==> config.mk <==
export PLATFORM = sky130hd
export DESIGN_NAME = sb_arbiter
export DESIGN_NICKNAME = d
export VERILOG_FILES = /design/src/rtl/sb_arbiter_pkg.sv /design/src/rtl/sb_load_ext.sv /design/src/rtl/sb_arbiter.sv
export SDC_FILE = /design/constraint.sdc
export NUM_CORES = 1
export LEC_CHECK = 0
export CELL_PAD_IN_SITES_DETAIL_PLACEMENT = 1
export CELL_PAD_IN_SITES_GLOBAL_PLACEMENT = 2
export CORE_UTILIZATION = 20
export DETAILED_ROUTE_END_ITERATION = 8
export GPL_TIMING_DRIVEN = 0
export MAX_ROUTING_LAYER = met4
export PLACE_DENSITY = 0.83
export SYNTH_ARGS = -nofsm -noshare
export SYNTH_HDL_FRONTEND = slang
export SYNTH_SLANG_ARGS = --single-unit
==> constraint.sdc <==
create_clock -name clk -period 2.3 [get_ports clk]
set_clock_uncertainty 0.15 [all_clocks]
set_input_delay 0.46 -clock clk [delete_from_list [all_inputs] [get_ports clk]]
set_output_delay 0.46 -clock clk [all_outputs]
set_load 0.005 [all_outputs]
==> src/rtl/sb_arbiter_pkg.sv <==
// Shared definitions for the two-master data-memory arbiter: widths, mask
// encodings, FSM states, request/transaction payloads and the legality check.
package sb_arbiter_pkg;

  localparam int unsigned XLEN     = 32;
  localparam int unsigned MASK_LEN = 4;
  localparam int unsigned BYTE_SEL = 2;

  localparam logic [XLEN-1:0]     ZERO32 = '0;
  localparam logic [MASK_LEN-1:0] MASK_B = 4'b0001;
  localparam logic [MASK_LEN-1:0] MASK_H = 4'b0011;
  localparam logic [MASK_LEN-1:0] MASK_W = 4'b1111;

  typedef enum logic [1:0] {
    ST_IDLE   = 2'd0,
    ST_ACCESS = 2'd1,
    ST_RESP   = 2'd2
  } state_e;

  // Request fields presented by a master.
  typedef struct packed {
    logic                we;
    logic [MASK_LEN-1:0] mask;
    logic                un_sign;
    logic [XLEN-1:0]     addr;
    logic [XLEN-1:0]     wdata;
  } mreq_t;

  // What must survive into RESP for the owning master's completion.
  typedef struct packed {
    logic                id;
    logic                we;
    logic [MASK_LEN-1:0] mask;
    logic                un_sign;
    logic                err;
    logic [BYTE_SEL-1:0] off;
  } txn_t;

  function automatic logic access_err(input logic [MASK_LEN-1:0] mask,
                                      input logic [BYTE_SEL-1:0] off);
    logic illegal;
    illegal = (mask != MASK_B) && (mask != MASK_H) && (mask != MASK_W);
    return illegal | ((mask == MASK_H) & off[0]) | ((mask == MASK_W) & (|off));
  endfunction

endpackage

==> src/rtl/sb_load_ext.sv <==
// Combinational load aligner: shifts the addressed lane down and applies
// zero or sign extension for byte and half loads.
module sb_load_ext
  import sb_arbiter_pkg::*;
(
  input  logic [XLEN-1:0]     rdata,
  input  logic [BYTE_SEL-1:0] offset,
  input  logic [MASK_LEN-1:0] mask,
  input  logic                un_sign,
  output logic [XLEN-1:0]     ext_c
);

  logic [XLEN-1:0] shifted;

  always_comb begin
    shifted = rdata >> {offset, 3'b000};
    ext_c   = shifted;
    case (mask)
      MASK_B:  ext_c = {{24{~un_sign & shifted[7]}}, shifted[7:0]};
      MASK_H:  ext_c = {{16{~un_sign & shifted[15]}}, shifted[15:0]};
      default: ext_c = shifted;
    endcase
  end

endmodule

==> src/rtl/sb_arbiter.sv <==
// Two-master arbiter and access sequencer for the data-memory port:
// IDLE grants and captures, ACCESS drives the slave, RESP returns the result.
module sb_arbiter
  import sb_arbiter_pkg::*;
#(
  parameter bit RR_EN = 1'b1
) (
  input  logic                clk,
  input  logic                rst,
  input  logic                m0_req,
  input  logic                m0_we,
  input  logic [MASK_LEN-1:0] m0_byte_mask,
  input  logic                m0_un_sign,
  input  logic [XLEN-1:0]     m0_addr,
  input  logic [XLEN-1:0]     m0_wdata,
  input  logic                m1_req,
  input  logic                m1_we,
  input  logic [MASK_LEN-1:0] m1_byte_mask,
  input  logic                m1_un_sign,
  input  logic [XLEN-1:0]     m1_addr,
  input  logic [XLEN-1:0]     m1_wdata,
  output logic                m0_gnt,
  output logic                m1_gnt,
  output logic                m0_rvalid,
  output logic                m1_rvalid,
  output logic                m0_err,
  output logic                m1_err,
  output logic [XLEN-1:0]     m0_rdata,
  output logic [XLEN-1:0]     m1_rdata,
  output logic                s_en_o,
  output logic [MASK_LEN-1:0] s_rw_o,
  output logic [XLEN-1:0]     s_addr_o,
  output logic [XLEN-1:0]     s_wdata_o,
  input  logic [XLEN-1:0]     s_rdata
);

  state_e              state_q, state_d;
  txn_t                txn_q, txn_d;
  logic                last_q, last_d;
  logic                s_en_q, s_en_d;
  logic [MASK_LEN-1:0] s_rw_q, s_rw_d;
  logic [XLEN-1:0]     s_addr_q, s_addr_d;
  logic [XLEN-1:0]     s_wdata_q, s_wdata_d;

  mreq_t           m0_in, m1_in, sel;
  logic            win;
  logic            sel_err;
  logic [XLEN-1:0] ld_data;

  assign m0_in = '{we: m0_we, mask: m0_byte_mask, un_sign: m0_un_sign,
                   addr: m0_addr, wdata: m0_wdata};
  assign m1_in = '{we: m1_we, mask: m1_byte_mask, un_sign: m1_un_sign,
                   addr: m1_addr, wdata: m1_wdata};

  // Tie goes to the master not granted last (round-robin) or to m0 (fixed).
  always_comb begin
    win = 1'b0;
    if (m0_req && m1_req) win = RR_EN ? ~last_q : 1'b0;
    else if (m1_req)      win = 1'b1;
    sel     = win ? m1_in : m0_in;
    sel_err = access_err(sel.mask, sel.addr[BYTE_SEL-1:0]);
  end

  sb_load_ext u_load_ext (
    .rdata   (s_rdata),
    .offset  (txn_q.off),
    .mask    (txn_q.mask),
    .un_sign (txn_q.un_sign),
    .ext_c   (ld_data)
  );

  always_comb begin
    state_d   = state_q;
    txn_d     = txn_q;
    last_d    = last_q;
    s_en_d    = 1'b0;
    s_rw_d    = '0;
    s_addr_d  = ZERO32;
    s_wdata_d = ZERO32;
    m0_gnt    = 1'b0;
    m1_gnt    = 1'b0;
    m0_rvalid = 1'b0;
    m1_rvalid = 1'b0;
    m0_err    = 1'b0;
    m1_err    = 1'b0;
    m0_rdata  = ZERO32;
    m1_rdata  = ZERO32;
    case (state_q)
      ST_IDLE: begin
        if (m0_req || m1_req) begin
          m0_gnt  = ~win;
          m1_gnt  = win;
          last_d  = win;
          state_d = ST_ACCESS;
          txn_d   = '{id: win, we: sel.we, mask: sel.mask, un_sign: sel.un_sign,
                      err: sel_err, off: sel.addr[BYTE_SEL-1:0]};
          // Slave outputs are registered here so they appear during ACCESS.
          if (!sel_err) begin
            s_en_d    = 1'b1;
            s_rw_d    = sel.we ? MASK_LEN'(sel.mask << sel.addr[BYTE_SEL-1:0]) : '0;
            s_addr_d  = {sel.addr[XLEN-1:BYTE_SEL], BYTE_SEL'(0)};
            s_wdata_d = sel.wdata << {sel.addr[BYTE_SEL-1:0], 3'b000};
          end
        end
      end
      ST_ACCESS: state_d = ST_RESP;
      ST_RESP: begin
        state_d = ST_IDLE;
        if (txn_q.id) begin
          m1_rvalid = 1'b1;
          m1_err    = txn_q.err;
          m1_rdata  = (txn_q.we || txn_q.err) ? ZERO32 : ld_data;
        end else begin
          m0_rvalid = 1'b1;
          m0_err    = txn_q.err;
          m0_rdata  = (txn_q.we || txn_q.err) ? ZERO32 : ld_data;
        end
      end
      default: state_d = ST_IDLE;
    endcase
  end

  always_ff @(posedge clk or negedge rst) begin
    if (!rst) begin
      state_q   <= ST_IDLE;
      txn_q     <= '0;
      last_q    <= 1'b1;
      s_en_q    <= 1'b0;
      s_rw_q    <= '0;
      s_addr_q  <= ZERO32;
      s_wdata_q <= ZERO32;
    end else begin
      state_q   <= state_d;
      txn_q     <= txn_d;
      last_q    <= last_d;
      s_en_q    <= s_en_d;
      s_rw_q    <= s_rw_d;
      s_addr_q  <= s_addr_d;
      s_wdata_q <= s_wdata_d;
    end
  end

  assign s_en_o    = s_en_q;
  assign s_rw_o    = s_rw_q;
  assign s_addr_o  = s_addr_q;
  assign s_wdata_o = s_wdata_q;

endmodule

* After elaboration in Yosys (flattened, before gate mapping)
Cells that the tools add are included.
** Word-level totals
- Register bits :: 82
- Input bits :: 176
- Output and inout port bits :: 139
- Word-level logic and storage cells :: 78
** Cells by class
- Equality and inequality tests :: 10
- Shift-type cells :: 3
- Muxes and demuxes :: 36
- Bitwise operators :: 9
- Reductions and logical operators :: 8
** Operator list (number)
- 2-to-1 mux 32 bit :: 11
- 2-to-1 mux 70 bit :: 1
- case mux 32 bit (2 select lines) :: 1
- << shifter 32 x 5 -> 32 bit :: 1
- >> shifter 32 x 5 -> 32 bit :: 1
- 2-to-1 mux 1 bit :: 17
- 2-to-1 mux 4 bit :: 4
- equality test 4 x 2 -> 1 bit (second input constant) :: 2
- bitwise AND 1 bit :: 4
- equality test 4 x 1 -> 1 bit (second input constant) :: 1
- equality test 4 bit (second input constant) :: 1
- inequality test 4 x 1 -> 1 bit (second input constant) :: 1
- inequality test 4 x 2 -> 1 bit (second input constant) :: 1
- inequality test 4 bit (second input constant) :: 1
- case mux 2 bit (2 select lines) :: 1
- << shifter 4 x 2 -> 4 bit :: 1
- logical AND 1 bit :: 3
- NOT 1 bit :: 3
- equality test 2 x 1 -> 1 bit (second input constant) :: 1
- equality test 2 bit (second input constant) :: 1
- logical NOT 2 bit :: 1
- logical OR 1 bit :: 2
- 2-to-1 mux 2 bit :: 1
- inequality test 2 bit (second input constant) :: 1
- other kinds (3) :: 4

* Longest topological paths before layout
- Depth in word-level cells :: 11
- Gate-level depth with buffers :: 6
- Mapped depth without buffers :: 5

* By module
Synthesis repeated with hierarchy kept, for this count alone.
** Second synthesis, totals
- Cell total of the unflattened synthesis :: 627
- Area, all modules :: 5338.9 um^2
** By module, submodules not included
- sb_arbiter :: times used 1, cells an instance 533, area an instance 4605.7 um^2, seq. area each 2003.2 um^2
- sb_load_ext :: times used 1, cells an instance 94, area an instance 733.2 um^2, seq. area each 0.0 um^2

* Worst setup path after synthesis
No wires, ideal clock.
- Path kind :: input -> output
- Start :: input port s_rdata[23]
- End :: output port m0_rdata[16]
- Data arrival time :: 1573 ps
- Required time :: 1690 ps
- Slack :: 117 ps
- Stages :: 5
- Path buffers :: 1
- Cells stage by stage :: mux2_1 > or3_1 > a31oi_4 > buf_2 > nor2_1
** On the way
- Longest elaborated chain between the ends :: 6
- Elaborated cells between the ends (all ways) :: 7
** Ends and longest elaborated chain
- start, declared :: RTL line sb_arbiter.sv:34 : input logic [XLEN-1:0] s_rdata
- >> shifter 32 x 5 -> 32 bit (*) :: RTL line sb_load_ext.sv:16 : shifted = rdata >> {offset, 3'b000};
- bitwise AND 1 bit, on equally long branches :: RTL line sb_load_ext.sv:20, sb_load_ext.sv:19
- case mux 32 bit (2 select lines) (*) :: RTL line sb_load_ext.sv:18 : case (mask)
- 2-to-1 mux 32 bit (*) :: RTL line sb_arbiter.sv:116 : m0_rdata = (txn_q.we || txn_q.err) ? ZERO32 : ld_data;
- 2-to-1 mux 32 bit (*) :: RTL line sb_arbiter.sv:109 : if (txn_q.id) begin
- 2-to-1 mux 32 bit (*) :: RTL line sb_arbiter.sv:88 : case (state_q)
- end, declared :: RTL line sb_arbiter.sv:28 : output logic [XLEN-1:0] m0_rdata,
Mark *: on every way between the ends. The rest lies on a longest branch, timed or not.

* Worst setup path after layout
- Start :: register txn_q[1] (netlist bit)
- End :: output port m1_rdata[11]
** On the way
- Longest elaborated chain between the ends :: 6
** Ends and longest elaborated chain
- start, declared :: RTL line sb_arbiter.sv:38 : txn_t txn_q, txn_d;
- start signal, assigned :: RTL line sb_arbiter.sv:134 : txn_q <= txn_d;
- >> shifter 32 x 5 -> 32 bit (*) :: RTL line sb_load_ext.sv:16
- bitwise AND 1 bit :: RTL line sb_load_ext.sv:19 : MASK_B: ext_c = {{24{~un_sign & shifted[7]}}, shifted[7:0]};
- case mux 32 bit (2 select lines) (*) :: RTL line sb_load_ext.sv:18
- 2-to-1 mux 32 bit (*) :: RTL line sb_arbiter.sv:112 : m1_rdata = (txn_q.we || txn_q.err) ? ZERO32 : ld_data;
- 2-to-1 mux 32 bit (*) :: RTL line sb_arbiter.sv:109
- 2-to-1 mux 32 bit (*) :: RTL line sb_arbiter.sv:88
- end, declared :: RTL line sb_arbiter.sv:29 : output logic [XLEN-1:0] m1_rdata,
Marks and branches as above.

==> qor.json <==
{
  "drive_above_1_share_pct": 28.5,
  "status": "finished with violations",
  "ant_nets": 0,
  "regToRegStartpoint": "last_q",
  "gp_routability_congestion": 0.902,
  "timing.reg2reg.setup_slack_ps": 50,
  "setup.worst_path.class": "reg2out",
  "cts_inserted_buffers": 9,
  "classification_of_the_worst_slack_hold_path": "reg2reg",
  "routedWlPerCell_um": 21.8,
  "insertion_delay_ps": 340,
  "setup_viol": 64,
  "reg2reg_to": "s_wdata_o[28]",
  "hold_path_end": "txn_q[4]",
  "power_density_nw_per_um2": 691,
  "setup_ws_ps": -489,
  "grt_first_pass_wirelength_mm": 41.4,
  "dpl.cell_count": 1279,
  "postSynthAreaPerCell_um2": 8.35,
  "number_of_nets_in_the_layout": 1184,
  "grt_remaining_overflow": 0,
  "grt_pass1_vias": 6773,
  "boundaryPins": 315,
  "timing.hold.worst_path_depth": 2,
  "num_vias": 6452,
  "syn_to_final_growth_pct": 89.5,
  "timing_max_transition_violations_final": 0,
  "power.total_mw": 6.91,
  "worst_ep_required_time_ps": 1690,
  "cell_with_the_largest_stage_delay_on_the_worst_path": "mux4_2",
  "cpPeakStageDelay_ps": 520,
  "yosysWarningCount": 0,
  "wirelength_mm": 29.5,
  "slew-limit-headroom_pct": 55.9,
  "cts.root.buffer_cell": "clkbuf_16",
  "tightestPinTransition_ps": 659,
  "power.ir.vdd_worst_v": 0.000466,
  "finalHoldViolations": 0,
  "timing.critical_path.from_type": "flop",
  "worst_r2r_path_depth": 5,
  "fin_crit_share_pct": 121,
  "number_of_search_and_repair_iterations_in_the_first_detailed_routing_pass": 7,
  "hp-start": "txn_q[4]",
  "clock_slew_seen_by_the_registers_of_the_worst_setup_and_hold_paths_ps": 60,
  "fmax_mhz": 359,
  "clock_tree_from_tritoncts": "yes",
  "violated_checks": "setup timing",
  "die_x_um": 164,
  "synth_async_sr_flop_share_pct": 100,
  "placementRows": 59,
  "cap_viol_max_count": 0,
  "die-height_um": 164,
  "critical_path.cell_chain": "buf_6, mux4_2, a21o_4, buf_12, nand2_8, buf_6, nor2_2, buf_2",
  "critPathArrivalTime_ps": 2180,
  "deepest_level_of_the_cts_h_tree": 3,
  "drcViolationCount": 0,
  "synth-main-ff-cell": "dfrtp_1",
  "final-seq-area_um2": 2000,
  "power.static_leakage_nw": 4.37,
  "synth_seq_cells": 80,
  "cp-startpoint": "txn_q[1]",
  "final.min_clock_period_ps": 2790,
  "core-area_um2": 26000,
  "viasPerCell": 4.77,
  "synth_edf_count": 0,
  "port_buffers": 310,
  "cts.sinks": 80,
  "critPathCaptureType": "output pin",
  "synth-seq-area-share_pct": 38.0,
  "crit_path_max_fanout": 6,
  "cpMostUsedCell": "buf_6",
  "final-instance-count-excl-fill": 1352,
  "start_util_pct": 20.3,
  "grt_setup_unrepaired": "true",
  "layout.cells.most_common": "clkdlybuf4s50_1",
  "fill_cells": 3053,
  "netlist_area_um2": 5280,
  "worst_case_clock_buffer_depth": 2,
  "multiInputGateArea_um2": 3470,
  "hpwlAfterDp_mm": 22.4,
  "netlist_instances": 632,
  "layout_common_cells": "clkdlybuf4s50_1, nand2_1, a21oi_1, dfrtp_1, buf_2",
  "fp.dieArea_um2": 27000,
  "post_synth_num_cell_types": 57,
  "pin_count_of_the_biggest_net_entering_global_routing": 48,
  "initialDrtViolationCount": 337,
  "grt.total_usage_pct": 21.4,
  "grt_antenna_before_repair": 4,
  "final_core_utilization_pct": 38.5
}
## flip-flops by register name, summed over array words and instances (netlist names)
name / cells
s_wdata_o: 32
s_addr_o: 30
last_q: 1
txn_q: 10
s_en_o: 1
state_q: 2
s_rw_o: 4
## synthesized netlist by cell type (2+ instances only)
cell type,instances,area (um2)
o21ai_0,40,200
a31oi_1,3,18.8
buf_2,27,135
o211ai_1,7,52.6
a221oi_1,16,140
buf_4,6,45.0
nor3_2,2,20.0
nor3b_1,2,15.0
a21oi_1,81,405
nand2_1,116,435
clkinv_1,2,7.51
mux2i_1,49,490
nor2b_1,10,62.6
a21o_1,3,22.5
a21boi_1,2,15.0
nor2_1,63,236
inv_1,7,26.3
mux2_2,24,270
dfrtp_1,79,1980
clkbuf_1,15,56.3
a2111oi_1,7,70.1
a211oi_1,8,60.1
nor3_1,29,145
## area by class of cell
cell class              count  area share (%)
clock inverters             7           0.839
clock buffers               9            2.25
flip-flops and latches     80            20.1
well taps                 335            4.19
multi-input cells         494            34.7
repair buffers            366            34.0
inverters                   9           0.338
diodes                      4           0.100
plain buffers              48            3.50
## metrics by stage
stage | setup slack (ps) | instance area [um2] | TNS [ps] | hold slack [ps]
after floorplan | 117 | 5280 | 0 | 14.4
after global placement | -2620 | 8800 | -290150 | 328
after detailed placement | -1090 | 8830 | -83950 | 311
after CTS | -489 | 9640 | -25450 | 371
after global routing | -554 | 10000 | -26490 | 443
final | -489 | 10000 | -22570 | 370
## what timing repair did
item / in CTS / in global routing
resized for setup: 353 / 90
cloned: 3 / 0
pin swaps: 35 / 38
setup endpoints to repair: 117 / 80
setup buffers: 39 / 15
hold endpoints to repair: 33 / 0
hold buffers: 1 / 0
## how the worst max path moves through the flow
stage / slack [ps] / end
after floorplan: 120 / m0_rdata[16]
after global placement: -2620 / s_rw_o[3]
after detailed placement: -1090 / m1_gnt
after CTS: -490 / m0_rdata[27]
after global routing: -550 / m1_rdata[11]
final: -490 / m1_rdata[11]
## power breakdown
part / total [mW] / switching [mW] / internal (mW) / leakage [nW]
registers: 1.72 / 0.147 / 1.57 / 1.08
logic: 3.65 / 1.93 / 1.73 / 3.14
clock network: 1.54 / 0.672 / 0.864 / 0.149
total: 6.91 / 2.75 / 4.16 / 4.37
## critical path: cells and delay by family (launching register included)
kind	cells	cell delay, ps
buffers and inverters	4	540
AND/OR/NAND/NOR	2	110
AO/OA/AOI/OAI	1	270
multiplexers	1	520
flip-flops	1	400
## routing by layer
metal | vias up | global-route usage (%) | part of all wire [%] | routed length [um]
li1 | 3007 | - | - | -
met1 | 3058 | 23.0 | 38 | 11100
met2 | 339 | 37.2 | 50 | 14800
met3 | 48 | 6.43 | 9.0 | 2660
met4 | 0 | 7.63 | 3.1 | 900
met5 | - | - | 0 | 0
## kinds of logic (layout without fill, tap and decap cells)
logic type                after synthesis  after routing  synth area share, %
and+or+nand+nor                       235            235                 19.4
AOI/OAI and AO/OA                     179            179                 21.4
DFF                                    80             80                 38.0
muxes                                  77             77                 15.6
buffers and inverters                  59            439                 5.41
other                                   1              6               0.0711
xor gates and xnor gates                1              1                0.166
No activity file was read; power rests on OpenSTA's default activity.
